### src/rtl/dm_arbiter.sv
// dm_arbiter: arbitrates the single-port data memory (DM) between the CPU
// load/store port and the DMA/loader port. One DM access per cycle at most.
//
// Ports:
//   clk, rst_n                      clock, asynchronous active-low reset
//   cpu_req/we/addr/wdata           CPU request (held until cpu_gnt)
//   cpu_gnt                         combinational grant; access at this edge
//   cpu_rvalid, cpu_rdata           registered read response, 1 cycle after grant
//   dma_req/we/addr/wdata/lock      DMA request; lock asks for burst ownership
//   dma_gnt, dma_rvalid, dma_rdata  DMA grant / read response
//   DM_write, DM_enable             active-low DM controls
//   DM_address, DM_in, DM_out       DM address / write data / read data
//
// Optional feature, macro DM_ARB_STATS_EN:
//   stats_clr (in), cpu_grant_cnt, dma_grant_cnt, starve_cnt (out, CNT_W bits)
//
// FSM states:
//   state    | meaning
//   ST_ARB   | normal arbitration: CPU first unless DMA has waited MAX_WAIT
//   ST_BURST | DMA owns DM for a locked burst, CPU blocked

module dm_arbiter #(
    parameter int MAX_WAIT  = 8,
    parameter int BURST_MAX = 16
`ifdef DM_ARB_STATS_EN
    ,
    parameter int CNT_W     = 16
`endif
) (
    input  logic        clk,
    input  logic        rst_n,
    input  logic        cpu_req,
    input  logic        cpu_we,
    input  logic [15:0] cpu_addr,
    input  logic [31:0] cpu_wdata,
    output logic        cpu_gnt,
    output logic        cpu_rvalid,
    output logic [31:0] cpu_rdata,
    input  logic        dma_req,
    input  logic        dma_we,
    input  logic [15:0] dma_addr,
    input  logic [31:0] dma_wdata,
    input  logic        dma_lock,
    output logic        dma_gnt,
    output logic        dma_rvalid,
    output logic [31:0] dma_rdata,
`ifdef DM_ARB_STATS_EN
    input  logic             stats_clr,
    output logic [CNT_W-1:0] cpu_grant_cnt,
    output logic [CNT_W-1:0] dma_grant_cnt,
    output logic [CNT_W-1:0] starve_cnt,
`endif
    output logic        DM_write,
    output logic        DM_enable,
    output logic [15:0] DM_address,
    output logic [31:0] DM_in,
    input  logic [31:0] DM_out
);

    localparam int WAIT_W  = $clog2(MAX_WAIT + 1);
    localparam int BURST_W = $clog2(BURST_MAX + 1);

    typedef enum logic {
        ST_ARB   = 1'b0,
        ST_BURST = 1'b1
    } state_t;

    state_t             state_q, state_d;
    logic [WAIT_W-1:0]  wait_cnt_q, wait_cnt_d;
    logic [BURST_W-1:0] burst_cnt_q, burst_cnt_d;
    logic               force_cpu_q, force_cpu_d;
    logic               cpu_rvalid_q, cpu_rvalid_d;
    logic [31:0]        cpu_rdata_q, cpu_rdata_d;
    logic               dma_rvalid_q, dma_rvalid_d;
    logic [31:0]        dma_rdata_q, dma_rdata_d;

    logic dma_priority;
    logic cpu_gnt_w;
    logic dma_gnt_w;

    assign dma_priority = (wait_cnt_q == WAIT_W'(MAX_WAIT));

    // Output process: grants and DM controls. Grants are forced low while
    // reset is asserted so DM sees no access during reset.
    always_comb begin
        cpu_gnt_w = 1'b0;
        dma_gnt_w = 1'b0;
        if (rst_n) begin
            case (state_q)
                ST_ARB: begin
                    if (force_cpu_q && cpu_req) begin
                        cpu_gnt_w = 1'b1;
                    end else if (cpu_req && !dma_priority) begin
                        cpu_gnt_w = 1'b1;
                    end else if (dma_req) begin
                        dma_gnt_w = 1'b1;
                    end
                end
                ST_BURST: begin
                    dma_gnt_w = dma_req;
                end
                default: begin
                    cpu_gnt_w = 1'b0;
                    dma_gnt_w = 1'b0;
                end
            endcase
        end

        DM_enable  = 1'b1;
        DM_write   = 1'b1;
        DM_address = 16'h0000;
        DM_in      = 32'h0000_0000;
        if (cpu_gnt_w) begin
            DM_enable  = 1'b0;
            DM_write   = ~cpu_we;
            DM_address = cpu_addr;
            DM_in      = cpu_wdata;
        end else if (dma_gnt_w) begin
            DM_enable  = 1'b0;
            DM_write   = ~dma_we;
            DM_address = dma_addr;
            DM_in      = dma_wdata;
        end
    end

    assign cpu_gnt = cpu_gnt_w;
    assign dma_gnt = dma_gnt_w;

    // Next-state process.
    always_comb begin
        state_d     = state_q;
        burst_cnt_d = burst_cnt_q;
        force_cpu_d = 1'b0;
        case (state_q)
            ST_ARB: begin
                if (dma_gnt_w && dma_lock) begin
                    burst_cnt_d = BURST_W'(1);
                    // A one-grant burst is already at its limit.
                    if (BURST_MAX <= 1) begin
                        force_cpu_d = 1'b1;
                    end else begin
                        state_d = ST_BURST;
                    end
                end
            end
            ST_BURST: begin
                if (dma_gnt_w) begin
                    burst_cnt_d = burst_cnt_q + BURST_W'(1);
                end
                // Release on the grant that reaches the limit, so the CPU
                // gets the very next cycle with no dead slot.
                if (dma_gnt_w && (burst_cnt_d == BURST_W'(BURST_MAX))) begin
                    state_d     = ST_ARB;
                    force_cpu_d = 1'b1;
                end else if (!dma_req || !dma_lock) begin
                    state_d = ST_ARB;
                end
            end
            default: begin
                state_d = ST_ARB;
            end
        endcase
    end

    // Anti-starvation counter and read response datapath.
    always_comb begin
        wait_cnt_d = wait_cnt_q;
        if (dma_gnt_w) begin
            wait_cnt_d = '0;
        end else if (dma_req && !dma_priority) begin
            wait_cnt_d = wait_cnt_q + WAIT_W'(1);
        end

        cpu_rvalid_d = cpu_gnt_w && !cpu_we;
        cpu_rdata_d  = cpu_rvalid_d ? DM_out : cpu_rdata_q;
        dma_rvalid_d = dma_gnt_w && !dma_we;
        dma_rdata_d  = dma_rvalid_d ? DM_out : dma_rdata_q;
    end

    // State register process.
    always_ff @(posedge clk or negedge rst_n) begin
        if (!rst_n) begin
            state_q      <= ST_ARB;
            wait_cnt_q   <= '0;
            burst_cnt_q  <= '0;
            force_cpu_q  <= 1'b0;
            cpu_rvalid_q <= 1'b0;
            cpu_rdata_q  <= 32'h0000_0000;
            dma_rvalid_q <= 1'b0;
            dma_rdata_q  <= 32'h0000_0000;
        end else begin
            state_q      <= state_d;
            wait_cnt_q   <= wait_cnt_d;
            burst_cnt_q  <= burst_cnt_d;
            force_cpu_q  <= force_cpu_d;
            cpu_rvalid_q <= cpu_rvalid_d;
            cpu_rdata_q  <= cpu_rdata_d;
            dma_rvalid_q <= dma_rvalid_d;
            dma_rdata_q  <= dma_rdata_d;
        end
    end

    assign cpu_rvalid = cpu_rvalid_q;
    assign cpu_rdata  = cpu_rdata_q;
    assign dma_rvalid = dma_rvalid_q;
    assign dma_rdata  = dma_rdata_q;

`ifdef DM_ARB_STATS_EN
    logic [CNT_W-1:0] cpu_grant_cnt_q, cpu_grant_cnt_d;
    logic [CNT_W-1:0] dma_grant_cnt_q, dma_grant_cnt_d;
    logic [CNT_W-1:0] starve_cnt_q, starve_cnt_d;

    always_comb begin
        cpu_grant_cnt_d = cpu_grant_cnt_q + (cpu_gnt_w ? CNT_W'(1) : CNT_W'(0));
        dma_grant_cnt_d = dma_grant_cnt_q + (dma_gnt_w ? CNT_W'(1) : CNT_W'(0));
        starve_cnt_d    = starve_cnt_q + (dma_priority ? CNT_W'(1) : CNT_W'(0));
        if (stats_clr) begin
            cpu_grant_cnt_d = '0;
            dma_grant_cnt_d = '0;
            starve_cnt_d    = '0;
        end
    end

    always_ff @(posedge clk or negedge rst_n) begin
        if (!rst_n) begin
            cpu_grant_cnt_q <= '0;
            dma_grant_cnt_q <= '0;
            starve_cnt_q    <= '0;
        end else begin
            cpu_grant_cnt_q <= cpu_grant_cnt_d;
            dma_grant_cnt_q <= dma_grant_cnt_d;
            starve_cnt_q    <= starve_cnt_d;
        end
    end

    assign cpu_grant_cnt = cpu_grant_cnt_q;
    assign dma_grant_cnt = dma_grant_cnt_q;
    assign starve_cnt    = starve_cnt_q;
`endif

endmodule

### config.mk
export PLATFORM = sky130hd
export DESIGN_NAME = dm_arbiter
export DESIGN_NICKNAME = d
export VERILOG_FILES = /design/src/rtl/dm_arbiter.sv
export SDC_FILE = /design/constraint.sdc
export NUM_CORES = 1
export LEC_CHECK = 0
export ABC_AREA = 1
export ABC_CLOCK_PERIOD_IN_PS = 2300
export CORE_MARGIN = 5
export CORE_UTILIZATION = 32
export DETAILED_ROUTE_END_ITERATION = 12
export GPL_ROUTABILITY_DRIVEN = 0
export PLACE_DENSITY = 0.74
export SLEW_MARGIN = 40
export SYNTH_ARGS = -nofsm -noshare
export SYNTH_HDL_FRONTEND = slang
export SYNTH_SLANG_ARGS = --single-unit
export TNS_END_PERCENT = 5
### constraint.sdc
create_clock -name clk -period 2.3 [get_ports clk]
set_clock_uncertainty 0.1 [all_clocks]
set_input_delay 0.23 -clock clk [delete_from_list [all_inputs] [get_ports clk]]
set_output_delay 0.23 -clock clk [all_outputs]
set_load 0.03 [all_outputs]
# Word level (Yosys, flattened, before mapping)
# Cells that the tools add are included.
dict set report op_classes {
  reduce_logical 14
  add_sub_neg 2
  n_bitwise 3
  eq_ne 3
  n_mux 29
}
# op n
set ops {}
lappend ops {{$mux 32} 2}
lappend ops {{$mux 16} 2}
lappend ops {{$mux 1} 17}
lappend ops {{$mux 5} 3}
lappend ops {{$pmux 5 s2} 1}
lappend ops {{$mux 4} 2}
lappend ops {{$logic_and 1x1->1} 7}
lappend ops {{$add 5x1->5 const B} 1}
lappend ops {{$eq 5x5->1 const B} 1}
lappend ops {{$logic_not 1->1} 5}
lappend ops {{$add 4x1->4 const B} 1}
lappend ops {{$eq 4x4->1 const B} 1}
lappend ops {{$pmux 1 s2} 2}
lappend ops {{$not 1->1} 3}
lappend ops {{$ne 2x2->1 const B} 1}
lappend ops {{$reduce_bool 2->1} 1}
lappend ops {{$logic_or 1x1->1} 1}
dict set report totals {
  input_bits 135
  register_bits 77
}

# Depth between registers and ports, before layout
dict set report depth {
  word_depth 13
  depth_mapped 14
  depth_no_buf 13
}

# Least setup slack after synthesis
# Ideal clock, no wire load.
dict set report synth_timing {
  path_type {reg-to-output}
  from {register wait_cnt_q[0]}
  to {output port DM_write}
  t_required_ns 1.970
  path_stages_with_launch 12
  setup_slack_ns 0.147
  n_path_buf 1
  arrival_time_ns 1.823
  cell_sequence {dfrtp_1 -> inv_1 -> ha_1 -> nand2_1 -> nor2_2 -> nand2_2 -> nand2_4 -> inv_2 -> nand2_2 -> inv_1 -> buf_2 -> o211ai_1}
}
dict set report synth_via {
  word_cells_on_any_way 13
  cone_classes {eq/ne (1); mux (10); reduce/logical (2)}
}
# element line_no
set synth_rtl {}
lappend synth_rtl {{start, declared} 69} ;# logic [WAIT_W-1:0] wait_cnt_q, wait_cnt_d;
lappend synth_rtl {{start signal, assigned} 193} ;# wait_cnt_q <= wait_cnt_d;
lappend synth_rtl {{$eq 4x4->1} 81} ;# assign dma_priority = (wait_cnt_q == WAIT_W'(MAX_WAIT));
lappend synth_rtl {{$logic_not 1->1} 93} ;# end else if (cpu_req && !dma_priority) begin
lappend synth_rtl {{$logic_and 1x1->1} 93}
lappend synth_rtl {{$mux 1} 93}
lappend synth_rtl {{$mux 1} 91} ;# if (force_cpu_q && cpu_req) begin
lappend synth_rtl {{$mux 1} 89} ;# case (state_q)
lappend synth_rtl {{$mux 1} 88} ;# if (rst_n) begin
lappend synth_rtl {{named net cpu_gnt} 36} ;# output logic cpu_gnt,
lappend synth_rtl {{$mux 1} 113} ;# if (cpu_gnt_w) begin
lappend synth_rtl {{end, declared} 53} ;# output logic DM_write,
# The timed path passes the listed nets, and every way through them passes these cells.

# Worst setup path after layout
dict set report layout_timing {
  from {register wait_cnt_q[0]}
  to {output port DM_write}
}
dict set report layout_via {
  elab_chain_len 9
  word_cells_on_any_way 13
  cone_classes {eq/ne (1); mux (10); reduce/logical (2)}
}
# element line_no
set layout_lines {}
lappend layout_lines {{$eq 4x4->1 *} 81}
lappend layout_lines {{$logic_not 1->1 *} 93}
lappend layout_lines {{$logic_and 1x1->1 *} 93}
lappend layout_lines {{$mux 1} 93}
lappend layout_lines {{$mux 1} 91}
lappend layout_lines {{$pmux 1 s2} 89}
lappend layout_lines {{$mux 1} 88}
lappend layout_lines {{$mux 1} 118} ;# end else if (dma_gnt_w) begin
lappend layout_lines {{$mux 1 *} 113}
# Every way passes the cells marked *; elsewhere a longest branch is shown, timed or not.

==> impl_results.md <==
* Worst path max stage delay at ~0.37 ns
* Placed cell count at a little under 800
* Root Driver: clkbuf_16
* Fillers at between 900 and 1000
* DIE WIDTH at approximately 120 microns
* Worst Hold Class: input port to flip-flop
* Final setup violation count at 1
* RSZ-0062 raised after global routing: yes
* Failing checks: negative setup slack
* Final Power at approximately 8 mW
* Lkg Pwr at between 3 and 4 nW
* Area share of the largest cell type after synthesis at 52.1%
* HPWL after detailed placement at 11800 microns
* Post-Syn Nets at roughly 540
* Post-route ant nets at 0
* Pwr Density at ~1100 nW/um^2
* Fin. max-slew vios at 0
* Initial DRC count at 329
* Final Hold Fails at 0
* Overall routing resource usage at 21.2%
* Synth Warn # at 0
* Vias at slightly below 4000
* GRT Residual Overflow at 0
* Vias per inst at roughly 4.8
* Layout cells sized above 1 at between 10% and 20%
* Fin cells at 815
* Worst Path Required at ~2.0 ns
* Nets at 803
* Clock Latency Late Sink at roughly 0.32 ns
* Largest area contributor in the netlist: dfrtp_1
* Area grow syn2layout at 92.6%
* DRC errors left at 0
* Crit Path Category: flip-flop to primary output
* Core region area at 11400 sq um
* Slew HR at 64.3%
* First-pass GRT wire length at about 23000 microns
* Post-route setup slack at -0.0224 ns
* Crit path DAT at between 1.5 and 2 ns
* FF+latch count, synth at 77
* Max Fclk at approximately 430 MHz
* Sink Count at 77
* Syn Inst Count at 400
* Clock Tree Buf Depth at 2
* Seq/Total Area, Yosys at a little over half
* Fin crit period at roughly 2.3 ns
* Detailed Routing Iterations Pass 1 at 8
* Multi-input combinational cell area at approximately 1500 sq um
* I/O Pins at between 200 and 300
* Row count at 39
* Placement Cell Area at between 6000 and 7000 sq um
* Crit. End Element: primary output
* Vias in the first global route at just over 4000
* Startpoint types: flip-flop
* Distinct cells, synth at 25
* Setup tns final at -0.0224 ns
* Initial core utilization at 32.5%
* Post-Syn Area at between 3000 and 4000 sq um
* CTS tree: yes
* Max Cap Viol at 0
* Buffers added on ports at 252
* Largest fanout on the critical path at 3
* Most used cell, CP: nand2_4
* Number of CTS-inserted buffers at 9
* Mean Syn Cell Area at between 9 and 10 sq um
* Final Cycle Share at 101%
* Worst-path cell chain: inv_2, ha_4, nand2_4, nor2_4, nand2_2, nand2_4, inv_4, nand2_4, buf_6, or2_4, o211ai_1, buf_4
* Slowest CP cell: dfrtp_1
* WL final at 15500 microns
* Seq. cell area at between 1500 and 2000 sq um
* Die Footprint at ~14000 sq um
* Clk pin slew, worst setup/hold paths at around 0.060 ns
* Ranking of synthesized cells by area: dfrtp_1, a22o_1, nand2_1, inv_1, o21ai_0
* VDD IR-drop max at between 700 and 800 uV
* Antenna violations before repair at 9
* Post-route cell area at a little over 7000 sq um
* Status: complete, but fails checks
* CTS H-tree depth at 3
* DR WL/cell at approximately 19 microns
* Tightest Pin Transition at ~0.54 ns
* Pin count of the biggest net entering global routing at 43
* Die H at roughly 120 microns
* R2r setup slk at ~0.20 ns
==> kinds of logic after synthesis <==
| kind of cell | count (synthesis) | share of synthesized area, % |
|---|---|---|
| AO/OA/AOI/OAI | 126 | 23.7 |
| XOR/XNOR | 1 | 0.237 |
| adder cells (fa/ha/maj) | 3 | 1.01 |
| buffers and inverters | 80 | 9.84 |
| flip-flops | 77 | 52.1 |
| AND/OR/NAND/NOR | 113 | 13.1 |
==> worst max-delay path, delay by kind of cell, from the launching register on <==
kind / cells / cell delay (ns)
AND/OR/NAND/NOR: 6 / 0.53
AO/OA/AOI/OAI: 1 / 0.15
buffers and inverters: 4 / 0.46
flip-flops: 1 / 0.37
adder cells (fa/ha/maj): 1 / 0.16
==> routing by layer <==
metal  track usage (%)  part of all wire [%]  up-vias  routed length [microns]
met3              10.3                    10       31                     1610
met4              3.73                   1.1       14                      168
li1                  -                     -     1868                        -
met2              34.0                    48      169                     7470
met5                 0                  0.55        -                       85
met1              26.5                    40     1829                     6190
==> cells in the mapped netlist <==
| cell type | instances |
|---|---|
| nor2_4 | 2 |
| nor2_2 | 1 |
| inv_2 | 3 |
| o21ai_1 | 25 |
| a31oi_1 | 1 |
| inv_1 | 52 |
| buf_6 | 6 |
| a21oi_1 | 3 |
| clkbuf_1 | 4 |
| nand2_2 | 2 |
| o22ai_1 | 1 |
| nand2_1 | 87 |
| nand2_4 | 2 |
| nor2_1 | 7 |
| a22o_1 | 48 |
| o21ai_2 | 15 |
| o211ai_1 | 3 |
| xor2_1 | 1 |
| o21ai_0 | 30 |
| dfrtp_1 | 77 |
| nand3_1 | 8 |
| buf_2 | 15 |
| nand4_1 | 3 |
| ha_1 | 3 |
| or2_4 | 1 |
==> flip-flops by register name (all words and copies together) (netlist names) <==
signal,count
force_cpu_q,1
state_q,1
burst_cnt_q,5
dma_rdata,32
dma_rvalid,1
cpu_rvalid,1
cpu_rdata,32
wait_cnt_q,4
==> cells in the final DEF (no fill, tap or decap), drive strengths merged, types with 8 or more instances in the layout <==
master	instances
a22o	48
buf	77
clkbuf	12
clkdlybuf4s50	199
dfrtp	77
inv	54
nand2	91
nand3	8
nor2	10
o21ai	70
==> power by group <==
part	leakage (nW)	total [mW]	internal [mW]	switching, mW
combinational	2.21	4.18	1.86	2.32
sequential	0.973	2.21	1.87	0.332
clock	0.170	1.62	1.09	0.529
total	3.35	8.01	4.83	3.18
==> layout make-up <==
type	count	share of cell area, %
Multi-Input combinational cell	243	20.8
Sequential cell	77	27.1
Timing Repair Buffer	279	41.5
Clock buffer	11	3.41
Inverter	55	3.14
Antenna cell	2	0.0703
Clock inverter	5	1.51
Tap cell	143	2.51
==> worst paths after layout <==
path                          startpoint        endpoint  cells after the start
hold / removal                     rst_n  burst_cnt_q[0]                      4
setup / recovery           wait_cnt_q[0]        DM_write                     12
hold reg to reg            dma_rdata[10]   dma_rdata[10]                      2
max in group asynchronous          rst_n   dma_rdata[24]                      3
setup reg to reg           wait_cnt_q[0]    cpu_rdata[5]                     14
min in group asynchronous          rst_n         state_q                      2
==> per-stage QoR <==
| stage | hold WS [ns] | setup slack (ns) | utilization, % |
|---|---|---|---|
| floorplan | -0.166 | 0.147 | - |
| global placement | -0.0451 | 0.195 | 55.3 |
| detailed placement | -0.0436 | 0.163 | 55.3 |
| CTS | 0.198 | -0.0647 | 61.7 |
| global route | 0.252 | -0.0846 | 62.6 |
| finish | 0.213 | -0.0224 | 62.6 |
==> timing repair <==
item                       CTS  global route
hold buffers                 2             0
pin swaps                    7             5
buffers inserted             8             3
setup endpoints to repair   49            51
cloned                       3             1
gates resized for setup     59            12
hold endpoints to repair    35             0
Note: power is estimated with default switching activity, not from simulation.
